**config.mk**
```make
export PLATFORM = sky130hd
export DESIGN_NAME = fetch_ctrl
export DESIGN_NICKNAME = d
export VERILOG_FILES = /design/src/rtl/fetch_ctrl_pkg.sv /design/src/rtl/REG_RST.sv /design/src/rtl/fetch_ctrl.sv
export SDC_FILE = /design/constraint.sdc
export NUM_CORES = 1
export LEC_CHECK = 0
export CAP_MARGIN = 10
export CORE_ASPECT_RATIO = 0.6
export CORE_MARGIN = 4
export CORE_UTILIZATION = 49
export DETAILED_ROUTE_END_ITERATION = 10
export HOLD_SLACK_MARGIN = 0.06
export PLACE_DENSITY = 0.86
export SKIP_LAST_GASP = 1
export SYNTH_ARGS = -nofsm -noshare
export SYNTH_HDL_FRONTEND = slang
export SYNTH_HIERARCHICAL = 1
export SYNTH_SLANG_ARGS = --single-unit
```
**constraint.sdc**
```tcl
create_clock -name clk -period 5.3 [get_ports clk]
set_clock_uncertainty 0.15 [all_clocks]
set_input_delay 0.795 -clock clk [delete_from_list [all_inputs] [get_ports clk]]
set_output_delay 0.795 -clock clk [all_outputs]
set_load 0.05 [all_outputs]
```
**src/rtl/fetch_ctrl_pkg.sv**
```systemverilog
// Shared constants and state encoding for the fetch sequencer.
// HALT is present only in builds with FETCH_MISALIGN_CHK_EN defined.
`ifndef XLEN
`define XLEN 64
`endif

package fetch_ctrl_pkg;

    localparam int          INST_W       = 32;
    localparam logic [63:0] RESET_PC_DEF = 64'h8000_0000;

    typedef enum logic [2:0] {
        IDLE = 3'd0,
        REQ  = 3'd1,
        WAIT = 3'd2,
        DROP = 3'd3,
        HOLD = 3'd4
`ifdef FETCH_MISALIGN_CHK_EN
        ,
        HALT = 3'd5
`endif
    } state_t;

endpackage

```
**src/rtl/REG_RST.sv**
```systemverilog
// Register with load enable and asynchronous active-high reset to RSTVAL.
// Latency: 1 cycle from d to q when en is high.
// Backpressure: none; q holds its value whenever en is low.
module REG_RST #(
    parameter int           W      = 1,
    parameter logic [W-1:0] RSTVAL = '0
) (
    input  logic         clk,
    input  logic         rst,
    input  logic         en,
    input  logic [W-1:0] d,
    output logic [W-1:0] q
);

    always_ff @(posedge clk or posedge rst) begin
        if (rst) begin
            q <= RSTVAL;
        end else if (en) begin
            q <= d;
        end
    end

endmodule

```
**src/rtl/fetch_ctrl.sv**
```systemverilog
// Fetch sequencer: owns the PC, issues one imem request at a time, drops stale responses.
// Latency: first request 1 cycle after reset; response to inst_valid 1 cycle; 3 cycles/instr at best.
// Backpressure: holds the instruction until inst_ready; FETCH_MISALIGN_CHK_EN adds the misaligned-target HALT.
module fetch_ctrl
    import fetch_ctrl_pkg::*;
#(
    parameter int              XLEN     = `XLEN,
    parameter logic [XLEN-1:0] RESET_PC = XLEN'(RESET_PC_DEF)
) (
    input  logic              clk,
    input  logic              rst,
    input  logic              trap_valid,
    input  logic [XLEN-1:0]   trap_pc,
    input  logic              redirect_valid,
    input  logic [XLEN-1:0]   redirect_pc,
    output logic              imem_req_valid,
    input  logic              imem_req_ready,
    output logic [XLEN-1:0]   imem_req_addr,
    input  logic              imem_rsp_valid,
    input  logic [INST_W-1:0] imem_rsp_data,
    output logic              inst_valid,
    input  logic              inst_ready,
    output logic [INST_W-1:0] inst,
    output logic [XLEN-1:0]   inst_pc
`ifdef FETCH_MISALIGN_CHK_EN
    ,
    output logic              fetch_misalign,
    output logic [XLEN-1:0]   fetch_misalign_pc
`endif
);

    state_t            state_q;
    state_t            state_d;
    logic [XLEN-1:0]   pc_q;
    logic [XLEN-1:0]   pc_d;
    logic              pc_ld;
    logic              cap;
    logic              redir;
    logic [XLEN-1:0]   tgt;
    logic [INST_W-1:0] inst_q;
    logic [XLEN-1:0]   inst_pc_q;

    // Trap always wins over a branch redirect.
    assign redir = trap_valid | redirect_valid;

`ifdef FETCH_MISALIGN_CHK_EN
    logic tgt_bad;
    assign tgt     = trap_valid ? trap_pc : redirect_pc;
    assign tgt_bad = (tgt[1:0] != 2'b00);
`else
    assign tgt     = (trap_valid ? trap_pc : redirect_pc) & ~XLEN'(3);
`endif

    always_comb begin
        state_d = state_q;
        pc_ld   = 1'b0;
        pc_d    = tgt;
        cap     = 1'b0;
        case (state_q)
            IDLE: state_d = REQ;
            REQ: begin
                if (redir) begin
                    pc_ld   = 1'b1;
                    state_d = imem_req_ready ? DROP : REQ;
                end else if (imem_req_ready) begin
                    state_d = WAIT;
                end
            end
            WAIT: begin
                if (redir) begin
                    pc_ld   = 1'b1;
                    state_d = imem_rsp_valid ? REQ : DROP;
                end else if (imem_rsp_valid) begin
                    cap     = 1'b1;
                    state_d = HOLD;
                end
            end
            DROP: begin
                // A late redirect only retargets; the stale response still has to drain.
                pc_ld = redir;
                if (imem_rsp_valid) begin
                    state_d = REQ;
                end
            end
            HOLD: begin
                if (redir) begin
                    pc_ld   = 1'b1;
                    state_d = REQ;
                end else if (inst_ready) begin
                    pc_ld   = 1'b1;
                    pc_d    = pc_q + XLEN'(4);
                    state_d = REQ;
                end
            end
`ifdef FETCH_MISALIGN_CHK_EN
            HALT: begin
                if (trap_valid) begin
                    pc_ld   = 1'b1;
                    state_d = REQ;
                end
            end
`endif
            default: state_d = IDLE;
        endcase
`ifdef FETCH_MISALIGN_CHK_EN
        // Any accepted redirect to a misaligned target parks the sequencer.
        if (pc_ld && redir && tgt_bad) begin
            state_d = HALT;
        end
`endif
    end

    always_ff @(posedge clk or posedge rst) begin
        if (rst) begin
            state_q <= IDLE;
        end else begin
            state_q <= state_d;
        end
    end

    REG_RST #(
        .W      (XLEN),
        .RSTVAL (RESET_PC)
    ) u_pc_reg (
        .clk (clk),
        .rst (rst),
        .en  (pc_ld),
        .d   (pc_d),
        .q   (pc_q)
    );

    always_ff @(posedge clk or posedge rst) begin
        if (rst) begin
            inst_q    <= '0;
            inst_pc_q <= '0;
        end else if (cap) begin
            inst_q    <= imem_rsp_data;
            inst_pc_q <= pc_q;
        end
    end

    assign imem_req_valid = (state_q == REQ);
    assign imem_req_addr  = pc_q;
    assign inst_valid     = (state_q == HOLD);
    assign inst           = inst_q;
    assign inst_pc        = inst_pc_q;

`ifdef FETCH_MISALIGN_CHK_EN
    assign fetch_misalign    = (state_q == HALT);
    assign fetch_misalign_pc = (state_q == HALT) ? pc_q : '0;
`endif

endmodule

```
==> impl_summary.txt, run 1 <==
----------------------------------------------------
[Run status]
  Result of the run ... finished clean

[Setup path]
  Arr. time, crit path ... 3.75 ns
  CP Cell Sequence ... nand4_1 > nor3_1 > nor4b_2 > nand4_1 > xor2_1 > a21oi_1 > mux2_4
  Max FO, Critical Path ... 9
  Required time of the critical path ... 5.44 ns
  Slowest stage delay, CP ... 0.91 ns
  Library cell contributing the largest single delay on the critical path ... nor4b_2
  Critical Path End Type ... flip-flop
  Kind of critical path ... reg2reg
  CP Launch Type ... flip-flop
  Library cell appearing most often on the critical path ... nand4_1

[Placement]
  Post-placement cell area ... 12300 um^2
  PortBufs ... 324
  Placer's final routability congestion estimate ... 0.818
  Worst Setup Slack post-DPL ... 1.80 ns
  Detailed placer's ending HPWL ... 19.5 mm
  Post-placement cell count ... 1283

[Floorplan]
  Initial Utilization ... 51.1%
  Area of the die ... 20600 um^2
  Height of the chip ... 113 um
  Width of the die ... 183 um
  Total core area ... 17500 um^2
  IO Pins ... 329
  Row count ... 37

[STA]
  Setup TNS ... 0 ns
  RSZ-0062 raised after global routing ... no
  Setup Viol. Count Final ... 0
  Post-route clock period utilization ... 68.2%
  Count of pins over their slew limit ... 0
  Worst slew margin relative to its limit ... 35.1%
  Final Hold Violating Endpoints ... 0
  Smallest setup slack after layout ... 1.69 ns
  Actual transition at the worst max-transition pin ... 0.971 ns
  Min Tclk post-route ... 3.61 ns
  Fmax achieved ... 277 MHz

[Yosys]
  Distinct cells, synth ... 45
  Total of flip-flops plus latches after synthesis ... 163
  Count of mapped cells out of synthesis ... 767
  Share of synthesized flip-flops with an asynchronous set or reset ... 100%
  Yosys Warn Count ... 6
  Number of synthesized flops with an enable pin ... 0
  Avg Synthesized Cell Area ... 11.7 um^2
  Main synth FF type ... dfrtp_1
  Synthesized net count ... 935
  Post-synthesis cell area ... 8970 um^2
  Sequential area share after synthesis ... 45.5%

[Clock network]
  Buffers inserted by post-CTS timing repair ... 0
  CTS Root Buffer Type ... clkbuf_16
  CTS H-Tree Depth ... 4
  Number of resized instances in the post-cts repair step ... 0
  Clock sink count ... 163
  Clock tree from TritonCTS ... built
  Count of hold-fix buffers inserted at cts ... 0
  Clock-pin transition on the worst setup and hold timing paths ... 0.06 ns
  Clock Path Buffers ... 2
  Cts bufs inserted ... 17
  Insertion delay to the later sink of the worst-skew pair ... 0.41 ns

[Routing]
  Total iterations of the first detailed-routing run ... 5
  DRC violations left ... 0
  Met1 WL ... 11.5 mm
  Remaining antenna violation count after routing ... 0
  Drt initial violations ... 555
  Met2 Routed Length ... 12.6 mm
  Via count ... 7279
  Uppermost signal routing layer after detailed routing ... met4
  Routed length per instance ... 20.1 um
  Wirelength, routed ... 26.5 mm
  Metal3 WL ... 2.00 mm
  Routed via count divided by cell count ... 5.54

[Power]
  Pwr Density ... 332 nW/um^2
  Logic gate share of total power ... 34.7%
  Switching power ... 1.60 mW
  Internal ... 2.67 mW
  Portion of total power attributed to sequential cells ... 37.2%
  Clock network fraction of total power ... 28.1%
  Leakage dissipation ... 5.46 nW
  Switching power share of the total ... 37.4%
  Largest voltage drop on the vdd net ... 0.234 mV

[Layout]
  Final instance count without filler cells ... 1315
  Layout net count ... 1236
  Area of all placed cells without fillers ... 12900 um^2
  Layout cells sized above 1 ... 20.1%
  Highest-count cells in the layout ignoring fill and taps ... 323 x clkdlybuf4s50_1, 162 x dfrtp_1, 101 x mux2_2, 60 x mux2_4
  Area growth from synthesis to layout ... 43.5%
  FILL cells ... 1268
  Most frequent standard cell in the layout excluding fill and tap cells ... clkdlybuf4s50_1

[Global route]
  Combined global-route utilization of all metal layers ... 24.6%
  Pin count of the biggest net entering global routing ... 77
  Number of global-route vias before repair ... 7141
  Number of antenna violations at the first check in global routing ... 1
  First-pass GRT wire length ... 40.6 mm
  Global route total overflow ... 0

[Min path]
  Min-Delay Path Class ... reg2reg

[Run]
  Max capacitance violation total ... 0

----------------------------------------------------
synthesized netlist by cell type, drive strengths merged, types with 3 or more instances:
cell / n / share of area [%]
dfrtp: 162 / 45
mux2: 161 / 23
a211oi: 42 / 3.5
nand2: 42 / 1.8
nor2b: 42 / 2.9
a21oi: 41 / 2.3
xor2: 41 / 4.0
clkbuf: 32 / 1.3
nand3: 24 / 1.5
o21ai: 24 / 1.3
nand4: 21 / 1.5
mux2i: 20 / 2.2
buf: 19 / 2.1
xnor2: 17 / 1.7
nor3: 14 / 0.78
nor2: 11 / 0.46
and3: 10 / 0.70
and4: 6 / 0.60
inv: 6 / 0.25
nor4: 5 / 0.52
or4: 5 / 0.54
and2: 4 / 0.28
or3: 3 / 0.21
cell type report:
type | count | area, um^2 | area share [%]
antenna | 1 | 2.50 | 0.0194
clock buffer | 19 | 433 | 3.36
clock inverter | 12 | 124 | 0.963
inverter | 6 | 25.0 | 0.194
multi-input combinational | 547 | 4590 | 35.7
sequential | 163 | 4080 | 31.7
tap | 234 | 293 | 2.28
timing repair buffer | 333 | 3320 | 25.8
worst max-delay path: cells and delay by family (launching register included):
family           cells  cell delay, ns
AND/OR/NAND/NOR      4            2.28
flip-flops           1            0.52
multiplexers         1            0.29
XOR/XNOR             1            0.18
AO/OA/AOI/OAI        1            0.08
sequential cells by signal (all words and copies together), names as in the netlist:
signal	count
inst_pc	64
u_pc_reg/q	64
inst	32
state_q	3
stage by stage:
step | total power [mW] | utilization [%] | hold slack [ns]
floorplan | 2.52 | - | 0.469
global placement | 3.06 | 70.2 | 0.338
detailed placement | 3.10 | 70.2 | 0.344
CTS | 4.30 | 73.3 | 0.360
global route | 4.43 | 73.3 | 0.373
finish | 4.27 | 73.3 | 0.357
kinds of logic (layout without fill, tap and decap cells):
group,Yosys count,count (layout),share of synthesized area [%]
other,0,1,0
AND/OR/NAND/NOR,195,195,12.5
flip-flops,163,163,45.5
XOR/XNOR,58,58,5.66
buffers and inverters,57,370,3.66
AO/OA/AOI/OAI,112,112,7.55
multiplexers,181,181,25.0
adder cells (fa/ha/maj),1,1,0.139
worst paths after layout:
kind                               start             end  slack (ns)  cells past startpoint
setup / recovery           u_pc_reg/q[2]  u_pc_reg/q[63]        1.69                      7
hold / removal               inst_pc[17]     inst_pc[17]        0.36                      1
setup reg to reg           u_pc_reg/q[2]  u_pc_reg/q[63]        1.69                      7
hold reg to reg              inst_pc[17]     inst_pc[17]        0.36                      1
max in group asynchronous            rst     inst_pc[60]        3.18                      3
min in group asynchronous            rst  u_pc_reg/q[13]        0.76                      2
power by group through the flow:
stage,logic [mW],registers (mW),clock network [mW]
final,1.48,1.59,1.20
after global routing,1.55,1.62,1.27
after CTS,1.49,1.59,1.22
after detailed placement,1.49,1.61,0
after global placement,1.47,1.60,0
after floorplan,0.388,2.14,0
layer usage:
metal  GRT usage, %  vias up
met5              0        -
met4           4.90        0
met3           7.10       24
met2           40.3      258
met1           32.9     3609
li1               -     3388
(Power assumes the default switching activity.)
==> run 2, diff against run 1 <==
--- a/config.mk
+++ b/config.mk
@@ -8,10 +8,10 @@
 export CAP_MARGIN = 10
 export CORE_ASPECT_RATIO = 0.6
 export CORE_MARGIN = 4
-export CORE_UTILIZATION = 49
+export CORE_UTILIZATION = 41
 export DETAILED_ROUTE_END_ITERATION = 10
 export HOLD_SLACK_MARGIN = 0.06
-export PLACE_DENSITY = 0.86
+export PLACE_DENSITY = 0.77
 export SKIP_LAST_GASP = 1
 export SYNTH_ARGS = -nofsm -noshare
 export SYNTH_HDL_FRONTEND = slang
==> constraint.sdc (replaced) <==
create_clock -name clk -period 3 [get_ports clk]
set_clock_uncertainty 0.15 [all_clocks]
set_input_delay 0.45 -clock clk [delete_from_list [all_inputs] [get_ports clk]]
set_output_delay 0.45 -clock clk [all_outputs]
set_load 0.05 [all_outputs]
==> impl_summary.txt, run 2 (synthesis results as in run 1) <==
----------------------------------------------------
[Routing]
  Wirelength, routed ... 27.7 mm (+4.7%)
  Drt initial violations ... 409 (-26%)
  Routed via count divided by cell count ... 5.27 (-4.8%)
  Total iterations of the first detailed-routing run ... 5 (unchanged)
  Routed length per instance ... 19.7 um (-2.3%)
  DRC violations left ... 0 (unchanged)
  Via count ... 7423 (+2.0%)
  Remaining antenna violation count after routing ... 0 (unchanged)

[Floorplan]
  Width of the die ... 199 um (+8.9%)
  Height of the chip ... 123 um (+8.7%)
  Initial Utilization ... 42.2% (-8.9 points)
  Row count ... 41 (+11%)
  IO Pins ... 329 (unchanged)
  Area of the die ... 24400 um^2 (+18%)
  Total core area ... 21200 um^2 (+21%)

[Setup path]
  CP Launch Type ... flip-flop
  Critical Path End Type ... flip-flop
  Required time of the critical path ... 3.17 ns (-2.27 ns)
  Kind of critical path ... reg2reg
  Max FO, Critical Path ... 5 (-4)
  Arr. time, crit path ... 3.13 ns (-0.62 ns)

[Power]
  Portion of total power attributed to sequential cells ... 34.7% (-2.5 points)
  Largest voltage drop on the vdd net ... 0.450 mV (+92%)
  Logic gate share of total power ... 36.7% (+2.0 points)
  Switching power ... 2.84 mW (+78%)
  Pwr Density ... 580 nW/um^2 (+75%)
  Clock network fraction of total power ... 28.6% (+0.5 points)
  Switching power share of the total ... 36.4% (-1.0 points)
  Leakage dissipation ... 5.76 nW (+5.5%)
  Internal ... 4.97 mW (+86%)
  Power, Total ... 7.81 mW (+83%)

[Clock network]
  Clock tree from TritonCTS ... built
  Insertion delay to the later sink of the worst-skew pair ... 0.44 ns (+0.03 ns)
  Cts bufs inserted ... 17 (unchanged)
  Clock sink count ... 163 (unchanged)
  Buffers inserted by post-CTS timing repair ... 0 (unchanged)
  Count of hold-fix buffers inserted at cts ... 0 (unchanged)
  Clock-pin transition on the worst setup and hold timing paths ... 0.07 ns (about the same)
  Clock Path Buffers ... 2 (unchanged)
  CTS Root Buffer Type ... clkbuf_16
  CTS H-Tree Depth ... 4 (unchanged)

[STA]
  Actual transition at the worst max-transition pin ... 0.752 ns (-0.220 ns)
  Min Tclk post-route ... 2.97 ns (-0.648 ns)
  Post-route clock period utilization ... 98.8% (+31 points)
  Setup Viol. Count Final ... 0 (unchanged)
  RSZ-0062 raised after global routing ... yes
  Count of pins over their slew limit ... 0 (unchanged)
  Final Hold Violating Endpoints ... 0 (unchanged)
  Minimum hold slack ... 0.238 ns (-0.119 ns)
  Worst slew margin relative to its limit ... 49.9% (+15 points)
  Fmax achieved ... 337 MHz (+22%)

[Placement]
  PortBufs ... 324 (unchanged)
  Placer's final routability congestion estimate ... 0.777 (-4.9%)
  Detailed placer's ending HPWL ... 20.4 mm (+4.3%)

[Layout]
  Layout cells sized above 1 ... 24.3% (+4.2 points)
  Most frequent standard cell in the layout excluding fill and tap cells ... clkdlybuf4s50_1
  Layout net count ... 1285 (+4.0%)
  Antenna cells ... 0 (-1)
  Area taken by multi-input logic gates ... 4600 um^2 (+0.25%)
  Highest-count cells in the layout ignoring fill and taps ... 323 x clkdlybuf4s50_1, 157 x dfrtp_1, 101 x mux2_2, 60 x mux2_4, 49 x buf_4
  Area growth from synthesis to layout ... 50.1%
  Sequential Area ... 4090 um^2 (+0.15%)
  FILL cells ... 1658 (+31%)

[Min path]
  Min-Delay Path Class ... in2reg

[Global route]
  Number of global-route vias before repair ... 7356 (+3.0%)
  Combined global-route utilization of all metal layers ... 22.0% (-2.6 points)
  Pin count of the biggest net entering global routing ... 105 (+36%)
  Global route total overflow ... 0 (unchanged)
  First-pass GRT wire length ... 41.6 mm (+2.5%)
  Number of antenna violations at the first check in global routing ... 0 (-1)

[Run]
  Max capacitance violation total ... 0 (unchanged)

[Run status]
  Result of the run ... finished clean

----------------------------------------------------
## run 2: power groups by stage
| stage | clock [mW] | sequential [mW] | combinational [mW] |
|---|---|---|---|
| global placement | 0 | 2.73 | 2.83 |
| finish | 2.23 | 2.71 | 2.86 |
| CTS | 2.27 | 2.71 | 2.88 |
| global route | 2.37 | 2.75 | 3.00 |
| floorplan | 0 | 3.77 | 0.686 |
| detailed placement | 0 | 2.75 | 2.87 |
## run 2: cell type report
type,instances,area share (%)
inverter,6,0.204
clock buffer,21,3.49
tap,279,2.59
timing repair buffer,382,28.2
sequential,163,30.4
multi-input combinational,547,34.2
clock inverter,11,0.948
## run 2: what timing repair did
action                                  CTS  global route
hold endpoints to repair                  0             0
endpoints found under the setup margin    0             4
resized for setup                         0             2
## run 2: critical path, stage by stage, from the launching register on
cell and delay [ns]:
dfrtp_2 0.36, ha_1 0.17, nand3_1 0.14, or4_4 0.55, or4_4 0.49, or4_4 0.51
xor2_2 0.16, a21oi_2 0.07, mux2_4 0.25
## run 2: layer usage
metal	vias to the layer above	track usage [%]	share of wire, %	routed length, um
met5	-	0	0	0
met4	0	4.27	0.96	265
met3	19	8.23	8.9	2480
met2	259	32.7	44	12200
met1	3663	31.1	46	12800
li1	3482	-	-	-
## run 2: path summary, 6_finish.rpt
kind                               start             end  slack [ns]  cells past startpoint
max in group asynchronous            rst  u_pc_reg/q[25]        1.69                      3
min in group asynchronous            rst   u_pc_reg/q[1]        0.36                      2
setup reg to reg           u_pc_reg/q[2]  u_pc_reg/q[44]        0.03                      8
setup / recovery           u_pc_reg/q[2]  u_pc_reg/q[44]        0.03                      8
hold / removal                trap_valid      state_q[2]        0.24                      3
hold reg to reg              inst_pc[31]     inst_pc[31]        0.35                      1
## run 2: metrics by stage
| stage | worst slack (ns) | setup TNS (ns) | util (%) | std cells | area [um^2] |
|---|---|---|---|---|---|
| final | 0.0348 | 0 | 63.4 | 1409 | 13500 |
| after global routing | -0.0284 | -0.0455 | 63.4 | 1409 | 13500 |
| after CTS | 0.0237 | 0 | 63.3 | 1409 | 13500 |
| after detailed placement | 0.0331 | 0 | 60.5 | 1377 | 12900 |
| after global placement | 0.0525 | 0 | 60.5 | 1377 | 12900 |
| after floorplan | -0.0854 | -0.0854 | - | 767 | 8980 |
==> run 3, diff against run 2 <==
--- a/config.mk
+++ b/config.mk
@@ -6,12 +6,14 @@
 export NUM_CORES = 1
 export LEC_CHECK = 0
 export CAP_MARGIN = 10
+export CELL_PAD_IN_SITES_DETAIL_PLACEMENT = 2
+export CELL_PAD_IN_SITES_GLOBAL_PLACEMENT = 2
 export CORE_ASPECT_RATIO = 0.6
 export CORE_MARGIN = 4
-export CORE_UTILIZATION = 41
+export CORE_UTILIZATION = 25
 export DETAILED_ROUTE_END_ITERATION = 10
 export HOLD_SLACK_MARGIN = 0.06
-export PLACE_DENSITY = 0.77
+export PLACE_DENSITY = 0.75
 export SKIP_LAST_GASP = 1
 export SYNTH_ARGS = -nofsm -noshare
 export SYNTH_HDL_FRONTEND = slang
==> impl_summary.txt, run 3 (synthesis results as in run 1) <==
----------------------------------------------------
[Setup path]
  Worst reg2reg setup slack ... 0.002 ns (-0.03 ns)
  Required time of the critical path ... 3.17 ns (about the same)
  Kind of critical path ... reg2reg
  Critical Path End Type ... flip-flop
  Library cell appearing most often on the critical path ... or4_4
  Worst R2R Path Depth ... 7 (-1)
  Count of buffering cells on the critical path with inverters included ... 0 (unchanged)
  CP Cell Sequence ... nand3_4 > or4_4 > or4_4 > or4_4 > xor2_2 > a21oi_2 > mux2_4
  Max FO, Critical Path ... 4 (-1)
  Startpoint of the worst register-to-register path ... u_pc_reg/q[8]
  RR Endpoint ... u_pc_reg/q[44]
  Family with the most delay on the worst path ... simple AND/OR/NAND/NOR gates
  Slowest stage delay, CP ... 0.60 ns (+0.05 ns)
  Arr. time, crit path ... 3.17 ns (+0.04 ns)
  Library cell contributing the largest single delay on the critical path ... or4_4
  CP Launch Type ... flip-flop

[Layout]
  Area taken by multi-input logic gates ... 4630 um^2 (+0.68%)
  Area growth from synthesis to layout ... 55.3%
  Area of all placed cells without fillers ... 13900 um^2 (+3.4%)
  Highest-count cells in the layout ignoring fill and taps ... 323 x clkdlybuf4s50_1, 157 x dfrtp_1, 101 x mux2_2, 67 x buf_4, 60 x mux2_4
  Sequential Area ... 4090 um^2 (unchanged)
  Final Util ... 39.6% (-24 points)
  FILL cells ... 3621 (+120%)
  Most frequent standard cell in the layout excluding fill and tap cells ... clkdlybuf4s50_1
  Layout net count ... 1305 (+1.6%)
  Layout cells sized above 1 ... 25.9% (+1.6 points)

[Clock network]
  Count of hold-fix buffers inserted at cts ... 0 (unchanged)
  Insertion delay to the later sink of the worst-skew pair ... 0.44 ns (about the same)
  Clock sink count ... 163 (unchanged)
  Clock Path Buffers ... 2 (unchanged)
  CTS H-Tree Depth ... 4 (unchanged)
  Clock-pin transition on the worst setup and hold timing paths ... 0.07 ns (about the same)
  CTS Root Buffer Type ... clkbuf_16
  Cts bufs inserted ... 17 (unchanged)
  Clock tree from TritonCTS ... built

[Routing]
  Drt initial violations ... 254 (-38%)
  Routed via count divided by cell count ... 4.72 (-10%)
  Via count ... 7632 (+2.8%)
  Routed length per instance ... 21.8 um (+11%)
  Total iterations of the first detailed-routing run ... 4 (-1)
  Remaining antenna violation count after routing ... 0 (unchanged)
  Wirelength, routed ... 35.2 mm (+27%)
  DRC violations left ... 0 (unchanged)

[STA]
  Count of pins over their slew limit ... 0 (unchanged)
  RSZ-0062 raised after global routing ... yes
  Setup Viol. Count Final ... 0 (unchanged)
  Final Hold Violating Endpoints ... 0 (unchanged)
  Worst slew margin relative to its limit ... 53.6% (+3.7 points)
  Post-route clock period utilization ... 99.9% (+1.1 points)
  Min Tclk post-route ... 3.00 ns (+0.0333 ns)
  Actual transition at the worst max-transition pin ... 0.695 ns (-0.0571 ns)
  Fmax achieved ... 334 MHz (-1.1%)
  Setup TNS ... 0 ns (unchanged)

[Floorplan]
  Row count ... 53 (+29%)
  Total core area ... 35200 um^2 (+66%)
  IO Pins ... 329 (unchanged)
  Width of the die ... 253 um (+27%)
  Height of the chip ... 155 um (+26%)
  Initial Utilization ... 25.5% (-17 points)
  Area of the die ... 39100 um^2 (+60%)

[Global route]
  Combined global-route utilization of all metal layers ... 17.8% (-4.2 points)
  Number of antenna violations at the first check in global routing ... 0 (unchanged)
  Global route total overflow ... 0 (unchanged)
  First-pass GRT wire length ... 53.5 mm (+29%)
  Pin count of the biggest net entering global routing ... 83 (-21%)
  Number of global-route vias before repair ... 8493 (+15%)

[Placement]
  Detailed placer's ending HPWL ... 26.6 mm (+31%)
  Placer's final routability congestion estimate ... 0.800 (+2.9%)
  Post-placement cell area ... 13300 um^2 (+3.2%)
  PortBufs ... 324 (unchanged)

[Min path]
  Worst hold start ... trap_valid
  Worst min-delay path endpoint ... state_q[2]
  WHS Path Cells ... 3 (unchanged)
  Min-Delay Path Class ... in2reg

[Power]
  Power, Total ... 8.01 mW (+2.6%)
  Leakage dissipation ... 5.88 nW (+2.1%)
  Pwr Density ... 575 nW/um^2 (-0.84%)
  Largest voltage drop on the vdd net ... 0.360 mV (-20%)

[Run]
  Max capacitance violation total ... 0 (unchanged)

[Run status]
  Result of the run ... finished clean

----------------------------------------------------
==> run 3: per-stage QoR <==
step / hold WS, ns / std cells / worst slack [ns]
final: 0.245 / 1618 / 0.00154
after global routing: 0.248 / 1617 / -0.0457
after CTS: 0.215 / 1616 / 0.0197
after detailed placement: 0.346 / 1584 / 0.0283
after global placement: 0.338 / 1584 / 0.0260
after floorplan: 0.452 / 767 / -0.0854
==> run 3: how the worst max path moves through the flow <==
| stage | start | to | slack (ns) | depth (start not counted) |
|---|---|---|---|---|
| 3_5_place_dp | u_pc_reg/q[3] | u_pc_reg/q[44] | 0.03 | 8 |
| 6_report | u_pc_reg/q[8] | u_pc_reg/q[44] | 0.002 | 7 |
| 4_1_cts | u_pc_reg/q[3] | u_pc_reg/q[44] | 0.02 | 8 |
| 5_1_grt | u_pc_reg/q[8] | u_pc_reg/q[44] | -0.05 | 7 |
| 2_1_floorplan | u_pc_reg/q[8] | u_pc_reg/q[44] | -0.09 | 7 |
| 3_3_place_gp | u_pc_reg/q[2] | u_pc_reg/q[44] | 0.03 | 8 |
==> run 3: area by class of cell <==
class / instances / area share [%]
well taps: 467 / 4.20
multi-input cells: 547 / 33.3
clock inverters: 13 / 1.24
inverters: 6 / 0.207
repair buffers: 402 / 28.6
diodes: 1 / 0.0180
clock buffers: 19 / 3.18
flip-flops and latches: 163 / 29.3
==> run 3: routing by layer <==
metal | vias up | global-route usage, % | wire (um)
met5 | - | 0 | 0
met4 | 0 | 4.04 | 403
met3 | 19 | 5.65 | 2320
met2 | 185 | 28.9 | 16500
li1 | 3514 | - | -
met1 | 3914 | 23.3 | 16000
==> run 3: worst min-delay path, cell delays in order <==
cell	delay, ns
buf_4	0.13
nor3_1	0.08
a21boi_0	0.13
==> run 3: power by group <==
part	internal, mW	switching (mW)	total, mW
Sequential	2.49	0.236	2.72
Clock	1.35	1.01	2.36
Combinational	1.19	1.73	2.92
Total	5.03	2.98	8.01
==> run 3: what timing repair did <==
action,4_1_cts,5_1_grt
buffers inserted,0,1
resized for setup,0,6
setup endpoints to repair,0,12
